### config.mk
export PLATFORM = sky130hd
export DESIGN_NAME = elastic_dff_pipe
export DESIGN_NICKNAME = d
export VERILOG_FILES = /design/src/rtl/aes_pipe_pkg.sv /design/src/rtl/elastic_dff_stage.sv /design/src/rtl/elastic_dff_pipe.sv
export SDC_FILE = /design/constraint.sdc
export NUM_CORES = 1
export LEC_CHECK = 0
export CORE_MARGIN = 2
export CORE_UTILIZATION = 52
export CTS_CLUSTER_DIAMETER = 150
export DETAILED_ROUTE_END_ITERATION = 10
export PLACE_DENSITY = 0.78
export REMOVE_ABC_BUFFERS = 1
export SLEW_MARGIN = 20
export SYNTH_ARGS = -nofsm -noshare
export SYNTH_HDL_FRONTEND = slang
export SYNTH_SLANG_ARGS = --single-unit
### constraint.sdc
create_clock -name CK -period 3.25 [get_ports CK]
set_input_delay 0.4875 -clock CK [delete_from_list [all_inputs] [get_ports CK]]
set_output_delay 0.4875 -clock CK [all_outputs]
set_load 0.01 [all_outputs]
### src/rtl/aes_pipe_pkg.sv
// -----------------------------------------------------------------------------
// aes_pipe_pkg
// Shared definitions for the elastic register pipeline used between the
// unprotected AES datapath blocks.
//   - DEFAULT_WIDTH / DEFAULT_DEPTH : default geometry of the pipe
//   - clog2()                       : constant ceil(log2()) helper
//   - OCC_W                         : occupancy width for the default depth
//   - occ_op_e                      : update selector for the occupancy counter
// -----------------------------------------------------------------------------
package aes_pipe_pkg;

    localparam int DEFAULT_WIDTH = 8;
    localparam int DEFAULT_DEPTH = 4;

    // ceil(log2(value)); clog2(1) = 0, clog2(2) = 1, clog2(5) = 3.
    function automatic int clog2(input int value);
        int result;
        int rem;
        result = 0;
        rem    = value - 1;
        while (rem > 0) begin
            result = result + 1;
            rem    = rem >> 1;
        end
        return result;
    endfunction

    // Width of the occupancy count (0..DEPTH) for the default depth.
    localparam int OCC_W = clog2(DEFAULT_DEPTH + 1);

    // What the occupancy counter does on the next edge.
    typedef enum logic [1:0] {
        OCC_HOLD = 2'd0,   // no transfer, or accept and emit together
        OCC_INC  = 2'd1,   // accept only
        OCC_DEC  = 2'd2,   // emit only
        OCC_CLR  = 2'd3    // flush
    } occ_op_e;

endpackage

### src/rtl/elastic_dff_stage.sv
// -----------------------------------------------------------------------------
// elastic_dff_stage
// One stage of the elastic pipe: a WIDTH-bit data DFF and a valid DFF, both
// with asynchronous active-low reset, plus a load enable derived from the
// downstream ready.
//
// Ports
//   CK       in   1      clock, rising edge
//   RN       in   1      asynchronous reset, active low
//   flush    in   1      synchronous invalidate of this stage
//   v_in     in   1      valid presented by the upstream stage (or source)
//   d_in     in   WIDTH  data presented by the upstream stage (or source)
//   rdy_nxt  in   1      ready of the downstream stage (or sink)
//   v_q      out  1      valid flag of this stage
//   d_q      out  WIDTH  data register of this stage
//   rdy      out  1      this stage can take a word on the next edge
// -----------------------------------------------------------------------------
module elastic_dff_stage
    import aes_pipe_pkg::*;
#(
    parameter int unsigned      WIDTH     = DEFAULT_WIDTH,
    parameter logic [WIDTH-1:0] RESET_VAL = '0
) (
    input  logic             CK,
    input  logic             RN,
    input  logic             flush,
    input  logic             v_in,
    input  logic [WIDTH-1:0] d_in,
    input  logic             rdy_nxt,
    output logic             v_q,
    output logic [WIDTH-1:0] d_q,
    output logic             rdy
);

    logic             r_v;
    logic [WIDTH-1:0] r_d;
    logic             w_load_d;

    // An empty stage is always ready, which is what squeezes bubbles out
    // while the sink stalls; a full stage is ready only if it can move on.
    assign rdy = ~r_v | rdy_nxt;

    // Data only moves when a real word arrives, so bubbles never toggle the
    // data register (the power trace must not depend on invalid data).
    assign w_load_d = rdy & ~flush & v_in;

    // NOTE: state registers use non-blocking assignments so every stage samples
    // its neighbour's pre-edge value and the chain shifts by exactly one place.
    always_ff @(posedge CK or negedge RN) begin
        if (!RN) begin
            r_v <= 1'b0;
        end else if (flush) begin
            r_v <= 1'b0;
        end else if (rdy) begin
            r_v <= v_in;
        end
    end

    // NOTE: the data register is reset as well, not just the valid flag, so the
    // output shows RESET_VAL after reset instead of whatever was left behind.
    always_ff @(posedge CK or negedge RN) begin
        if (!RN) begin
            r_d <= RESET_VAL;
        end else if (w_load_d) begin
            r_d <= d_in;
        end
    end

    assign v_q = r_v;
    assign d_q = r_d;

endmodule

### src/rtl/elastic_dff_pipe.sv
// -----------------------------------------------------------------------------
// elastic_dff_pipe
// DEPTH-stage elastic register pipeline with valid/ready on both sides and
// bubble-collapsing backpressure. Used as the standard delay chain between
// unprotected AES datapath blocks.
//
// Ports
//   CK         in   1                 clock, rising edge
//   RN         in   1                 asynchronous reset, active low
//   flush      in   1                 synchronous: invalidate all stages
//   in_valid   in   1                 source offers in_data
//   in_ready   out  1                 pipe accepts this cycle
//   in_data    in   WIDTH             source data
//   out_valid  out  1                 last stage holds valid data
//   out_ready  in   1                 sink accepts this cycle
//   out_data   out  WIDTH             data of the last stage
//   occupancy  out  clog2(DEPTH+1)    number of valid stages (registered)
// -----------------------------------------------------------------------------
module elastic_dff_pipe
    import aes_pipe_pkg::*;
#(
    parameter int unsigned      WIDTH     = DEFAULT_WIDTH,
    parameter int unsigned      DEPTH     = DEFAULT_DEPTH,
    parameter logic [WIDTH-1:0] RESET_VAL = '0
) (
    input  logic                        CK,
    input  logic                        RN,
    input  logic                        flush,
    input  logic                        in_valid,
    output logic                        in_ready,
    input  logic [WIDTH-1:0]            in_data,
    output logic                        out_valid,
    input  logic                        out_ready,
    output logic [WIDTH-1:0]            out_data,
    output logic [clog2(DEPTH+1)-1:0]   occupancy
);

    localparam int unsigned          OCC_BITS = clog2(DEPTH + 1);
    localparam logic [OCC_BITS-1:0]  OCC_ONE  = OCC_BITS'(1);

    logic                r_run;     // set on the first edge after reset release
    logic [OCC_BITS-1:0] r_occ;
    logic                w_accept;
    logic                w_emit;
    occ_op_e             w_occ_op;

    // -------------------------------------------------------------------------
    // Stage chain. Each generate scope owns its own link signals so the ready
    // chain is a plain acyclic string of gates from the sink back to the source.
    // -------------------------------------------------------------------------
    for (genvar gi = 0; gi < DEPTH; gi++) begin : g_stage
        logic             w_v_in;
        logic [WIDTH-1:0] w_d_in;
        logic             w_rdy_nxt;
        logic             w_v;
        logic [WIDTH-1:0] w_d;
        logic             w_rdy;

        if (gi == 0) begin : g_head
            assign w_v_in = w_accept;
            assign w_d_in = in_data;
        end else begin : g_body
            assign w_v_in = g_stage[gi-1].w_v;
            assign w_d_in = g_stage[gi-1].w_d;
        end

        if (gi == DEPTH - 1) begin : g_tail
            assign w_rdy_nxt = out_ready;
        end else begin : g_link
            assign w_rdy_nxt = g_stage[gi+1].w_rdy;
        end

        elastic_dff_stage #(
            .WIDTH     (WIDTH),
            .RESET_VAL (RESET_VAL)
        ) u_stage (
            .CK      (CK),
            .RN      (RN),
            .flush   (flush),
            .v_in    (w_v_in),
            .d_in    (w_d_in),
            .rdy_nxt (w_rdy_nxt),
            .v_q     (w_v),
            .d_q     (w_d),
            .rdy     (w_rdy)
        );
    end

    // -------------------------------------------------------------------------
    // Handshakes
    // -------------------------------------------------------------------------
    // r_run keeps in_ready low through the first edge after RN rises, so the
    // edge that samples the reset release never carries a transfer.
    always_ff @(posedge CK or negedge RN) begin
        if (!RN) begin
            r_run <= 1'b0;
        end else begin
            r_run <= 1'b1;
        end
    end

    assign in_ready  = g_stage[0].w_rdy & ~flush & RN & r_run;
    assign out_valid = g_stage[DEPTH-1].w_v;
    assign out_data  = g_stage[DEPTH-1].w_d;

    assign w_accept  = in_valid & in_ready;
    assign w_emit    = out_valid & out_ready;

    // -------------------------------------------------------------------------
    // Occupancy: tracks accepts minus emits. It cannot exceed DEPTH because an
    // accept into a full pipe only happens together with an emit.
    // -------------------------------------------------------------------------
    // NOTE: every output of a combinational block gets a default first, so no
    // path through the if-chain can leave it unassigned and infer a latch.
    always_comb begin
        w_occ_op = OCC_HOLD;
        if (flush) begin
            w_occ_op = OCC_CLR;
        end else if (w_accept && !w_emit) begin
            w_occ_op = OCC_INC;
        end else if (!w_accept && w_emit) begin
            w_occ_op = OCC_DEC;
        end
    end

    always_ff @(posedge CK or negedge RN) begin
        if (!RN) begin
            r_occ <= '0;
        end else begin
            case (w_occ_op)
                OCC_INC:  r_occ <= r_occ + OCC_ONE;
                OCC_DEC:  r_occ <= r_occ - OCC_ONE;
                OCC_CLR:  r_occ <= '0;
                default:  r_occ <= r_occ;
            endcase
        end
    end

    assign occupancy = r_occ;

endmodule

# Yosys cells after proc, flatten, opt, wreduce, memory -nomap -nowiden
# Cells that the tools add are included.
# W data, S select, Z words.
op_classes:
  n_addsub: 2
  n_eq_ne: 3
  muxes: 12
  bitwise: 21
  reduce_logical: 9
op_table:
  columns: ["op", "count"]
  rows:
  - ["$and A1 B1 Y1", 12]
  - ["$pmux W3 S3", 1]
  - ["$mux W1", 8]
  - ["$reduce_bool A2 Y1", 4]
  - ["$mux W2", 3]
  - ["$not A1 Y1", 5]
  - ["$eq A2 B2 Y1 const B", 2]
  - ["$or A1 B1 Y1", 4]
  - ["$add A3 B1 Y3 const B", 1]
  - ["$reduce_bool A3 Y1", 1]
  - ["$sub A3 B1 Y3 const B", 1]
  - ["$eq A2 B1 Y1 const B", 1]
  - ["$logic_and A1 B1 Y1", 2]
  - ["$logic_not A1 Y1", 2]
word_totals:
  regBits: 40
  input_bits: 13
  out_inout_bits: 13
  elab_cells: 57

# Longest topological paths before layout
depth:
  word_depth: 16
  ltp_mapped: 8
  depth_no_buf: 7

# By module
# A second synthesis with hierarchy kept.
hier_totals:
  cells_unflattened: 115
  hier_area_um2: 1705.4
by_module_without_submodules:
  columns: ["module", "n_inst", "cells_per_inst", "area_per_inst_um2"]
  rows:
  - ["elastic_dff_stage", 4, 22, 359.1]
  - ["elastic_dff_pipe", 1, 27, 269.0]

# Least setup slack after synthesis
# Ideal clock, no wire load.
synth_timing:
  path_type: "input port to flip-flop"
  start: "in out_ready"
  end: "reg r_occ[2] (netlist: occupancy[2])"
  setup_time_ns: 0.128
  arrival_ns: 2.371
  setup_slack_ns: 0.751
  stages: 8
  path_buffers: 1
  path_cell_list: "and4b_4 a21oi_2 buf_6 or3_1 fa_1 and3_1 mux2i_1 mux2_1"
synth_between:
  elab_chain_cells: 15
  word_cells_on_any_way: 21
  classes_between: "eq/ne (3); mux (4); bitwise (9); reduce/logical (5)"
synth_rtl:
  columns: ["item", "line_no", "text"]
  rows:
  - ["start, declared", "elastic_dff_pipe.sv:33", "input logic out_ready,"]
  - ["$or A1 B1 Y1 (4 in a row)", "elastic_dff_stage.sv:41", "assign rdy = ~r_v | rdy_nxt;"]
  - ["$and A1 B1 Y1 (3 in a row)", "elastic_dff_pipe.sv:102", "assign in_ready = g_stage[0].w_rdy & ~flush & RN & r_run;"]
  - ["$and A1 B1 Y1", "elastic_dff_pipe.sv:106", "assign w_accept = in_valid & in_ready;"]
  - ["$logic_not A1 Y1", "elastic_dff_pipe.sv:121", "end else if (!w_accept && w_emit) begin"]
  - ["$logic_and A1 B1 Y1", "elastic_dff_pipe.sv:121", null]
  - ["$mux W2", "elastic_dff_pipe.sv:121", null]
  - ["$mux W2 *", "elastic_dff_pipe.sv:119", "end else if (w_accept && !w_emit) begin"]
  - ["$mux W2 *", "elastic_dff_pipe.sv:117", "if (flush) begin"]
  - ["$eq A2 B2 Y1 / $eq A2 B1 Y1 (equally long branches)", "elastic_dff_pipe.sv:130", "case (w_occ_op)"]
  - ["$pmux W3 S3 / $reduce_bool A3 Y1 (equally long branches)", null, null]
  - ["end signal, assigned", "elastic_dff_pipe.sv:131", "OCC_INC: r_occ <= r_occ + OCC_ONE;"]
  - ["end signal, assigned", "elastic_dff_pipe.sv:132", "OCC_DEC: r_occ <= r_occ - OCC_ONE;"]
  - ["end signal, assigned", "elastic_dff_pipe.sv:134", "default: r_occ <= r_occ;"]
  - ["end, declared", "elastic_dff_pipe.sv:42", "logic [OCC_BITS-1:0] r_occ;"]
# Mark *: on every way between the ends. The rest lies on a longest branch, timed or not.
# A chain may end at the register's enable or synchronous reset.

# Final worst setup path
# Same ends and word-level chain as after synthesis.

==> reports/metrics.cfg <==
[critical_path]
reg2reg_from = g_stage[3].u_stage.v_q
reg2reg_slack_ps = 950
cp_data_required_time_ps = 3480
timing.rr.end = occupancy[2]
path_max_fanout = 5
startpoint_type = input pin
critPathKind = in -> reg
r2r_cells = 7
arrival_ps = 2810
crit_path_end_kind = flip-flop

[final_layout]
regArea_mm2 = 0.001001
final_core_util_pct = 65.90
final_cell_area_mm2 = 0.002012
final_cell_mix = dfrtp_1 (40), clkdlybuf4s50_1 (24), mux2_2 (16)
drive_gt1_share_pct = 25.00
finalNonFillerCells = 188
multi_input_area_um2 = 621.8
diodes = 0
area_growth_pct = 21.08
layout_commonest_cell = dfrtp_1
final_nets = 157
fillers = 241

[power]
p_int_mw = 0.7252
ir_drop_uv = 361.5
leakage_nw = 0.9615
seqPwrFrac_pct = 61.9
switching_share_pct = 22.08
p_total_mw = 0.9307
switchingPower_mw = 0.2055
power.density_mw_per_mm2 = 462.6
clkPwrFrac_pct = 26.9
p_comb_share_pct = 11.2

[timing]
setup_slack_ps = 670.2
setup_violations = 0
setup_tns_ps = 0
tightest_slew_ps = 556.6
grt_setup_unrepaired = false
fin_crit_sh_pct = 79.38
fmax_mhz = 387.6
whs_ps = 225.4
finalHoldViolations = 0
maxSlewHeadroom_pct = 62.89
clock-skew-final_ps = 10.33
drv_slew = 0
fin_crit_ps = 2580

[placed_design]
dpl_cell_area_mm2 = 0.001953
dp.cells = 180
io_buffers = 25
hpwl_um = 1997
place_ws_ps = 318.7
place_congestion = 0.7890

[yosys]
avgSynthCellArea_um2 = 14.84
ys_warn_count = 0
synthTopCellsByArea = dfrtp_1 (60%), mux2_2 (11%), mux2_1 (7.5%), mux2_4 (7.2%), nor2_1 (2.3%)
synthCells = 112
synth.distinct_cells = 24
ys_ff_latch = 40
synth_top_area_share_pct = 60.24
yosysTopAreaCell = dfrtp_1
netlist_area_mm2 = 0.001662
yosysSeqAreaShare_pct = 60.24

[floorplanning]
initial_core_util_pct = 54.43
num_rows = 20
ios = 26
die_w_um = 60.53
dieHeight_um = 60.53
design.core.area_mm2 = 0.003053
die_area_mm2 = 0.003663

[routing]
drt_first_pass_iters = 4
remaining_drc_errors = 0
routedWlPerCell_um = 14.55
antenna_left = 0
vias_per_cell = 5.085
vias = 956
wirelength_um = 2735
drt_iter0_drc = 22

[worst_hold_path]
hp-class = in -> async

[global_routing]
grt_remaining_overflow = 0
grt_pass1_wl_um = 4692
grt_pass1_vias = 1015
grt_max_degree = 42
antenna_found_initial = 0
grt_use_total_pct = 18.33

[job]
maxCapViolCount = 0

[clock_network]
cts_hold_buf = 0
cts_buffer_depth = 2
cts_setup_buffers = 0
clkSlewWorstSetupHoldPaths_ps = 110
numCtsBuffers = 5
clkLatencyLatePin_ps = 340
cts_resized = 0
cts_tree = done
cts-root-buf = clkbuf_4
cts_sinks = 40
htreeDepth = 2

[status]
outcome = complete, no violations

synthesized netlist by cell type:
| library cell | n |
|---|---|
| mux2_4 | 8 |
| a21oi_2 | 1 |
| dfrtp_1 | 40 |
| a21oi_1 | 3 |
| inv_1 | 2 |
| conb_1 | 1 |
| nor2b_1 | 2 |
| mux2i_1 | 1 |
| fa_1 | 1 |
| clkbuf_1 | 1 |
| xor2_1 | 1 |
| nand3b_1 | 1 |
| and4b_1 | 1 |
| buf_2 | 1 |
| buf_6 | 2 |
| mux2_1 | 11 |
| or3b_1 | 2 |
| or3_1 | 1 |
| mux2_2 | 16 |
| and4b_4 | 1 |
| nor2_1 | 10 |
| and3_1 | 1 |
| nand4b_1 | 1 |
| nand2_1 | 3 |
sequential cells by signal, summed over array words and instances (netlist names):
register,count
r_run,1
occupancy,3
g_stage.u_stage.d_q,32
g_stage.u_stage.v_q,4
worst max-delay path by stage:
stage | end | depth (start not counted) | slack (ps) | from
after floorplan | occupancy[2] | 7 | 790 | out_ready
after global placement | occupancy[2] | 8 | 360 | out_ready
after detailed placement | occupancy[2] | 8 | 320 | out_ready
after CTS | in_ready | 5 | 670 | out_ready
after global routing | in_ready | 5 | 600 | out_ready
final | occupancy[2] | 8 | 670 | out_ready
cells by family (layout without fill, tap and decap cells):
family,Yosys count,after routing,synth area share (%)
DFF,40,40,60.24
muxes,36,36,26.13
and+or+nand+nor,23,23,7.907
buffers and inverters,6,38,2.334
AOI/OAI and AO/OA,4,4,1.431
adders and majority gates,1,1,1.205
other,1,1,0.2257
xor gates and xnor gates,1,1,0.5272
power groups by stage:
stage	clock, mW	sequential [mW]	combinational (mW)
2_1_floorplan	0	0.577	0.0648
3_3_place_gp	0	0.582	0.0999
3_5_place_dp	0	0.587	0.106
4_1_cts	0.259	0.577	0.106
5_1_grt	0.284	0.583	0.115
6_report	0.251	0.576	0.104
cell type report:
class                           instances  area share (%)
Inverter                                2          0.3731
Multi-Input combinational cell         66           30.91
Tap cell                               44           2.736
Sequential cell                        40           49.75
Clock buffer                            8           2.923
Timing Repair Buffer                   28           13.31
metal layers:
layer  share of wire (%)  global-route usage (%)  routed length (um)
met5                   0                       0                   0
met4                0.15                   5.590                   4
met3                 4.2                   6.397                 115
met2                  52                   31.68                1434
met1                  43                   21.69                1181
critical path, cell delays in order:
cell             delay [ps]
clkdlybuf4s50_1         470
and4b_4                 380
a21oi_2                  60
or3_1                   360
fa_1                    380
and3_1                  190
mux2i_1                 130
mux2_1                  330
No activity file was read; power rests on OpenSTA's default activity.
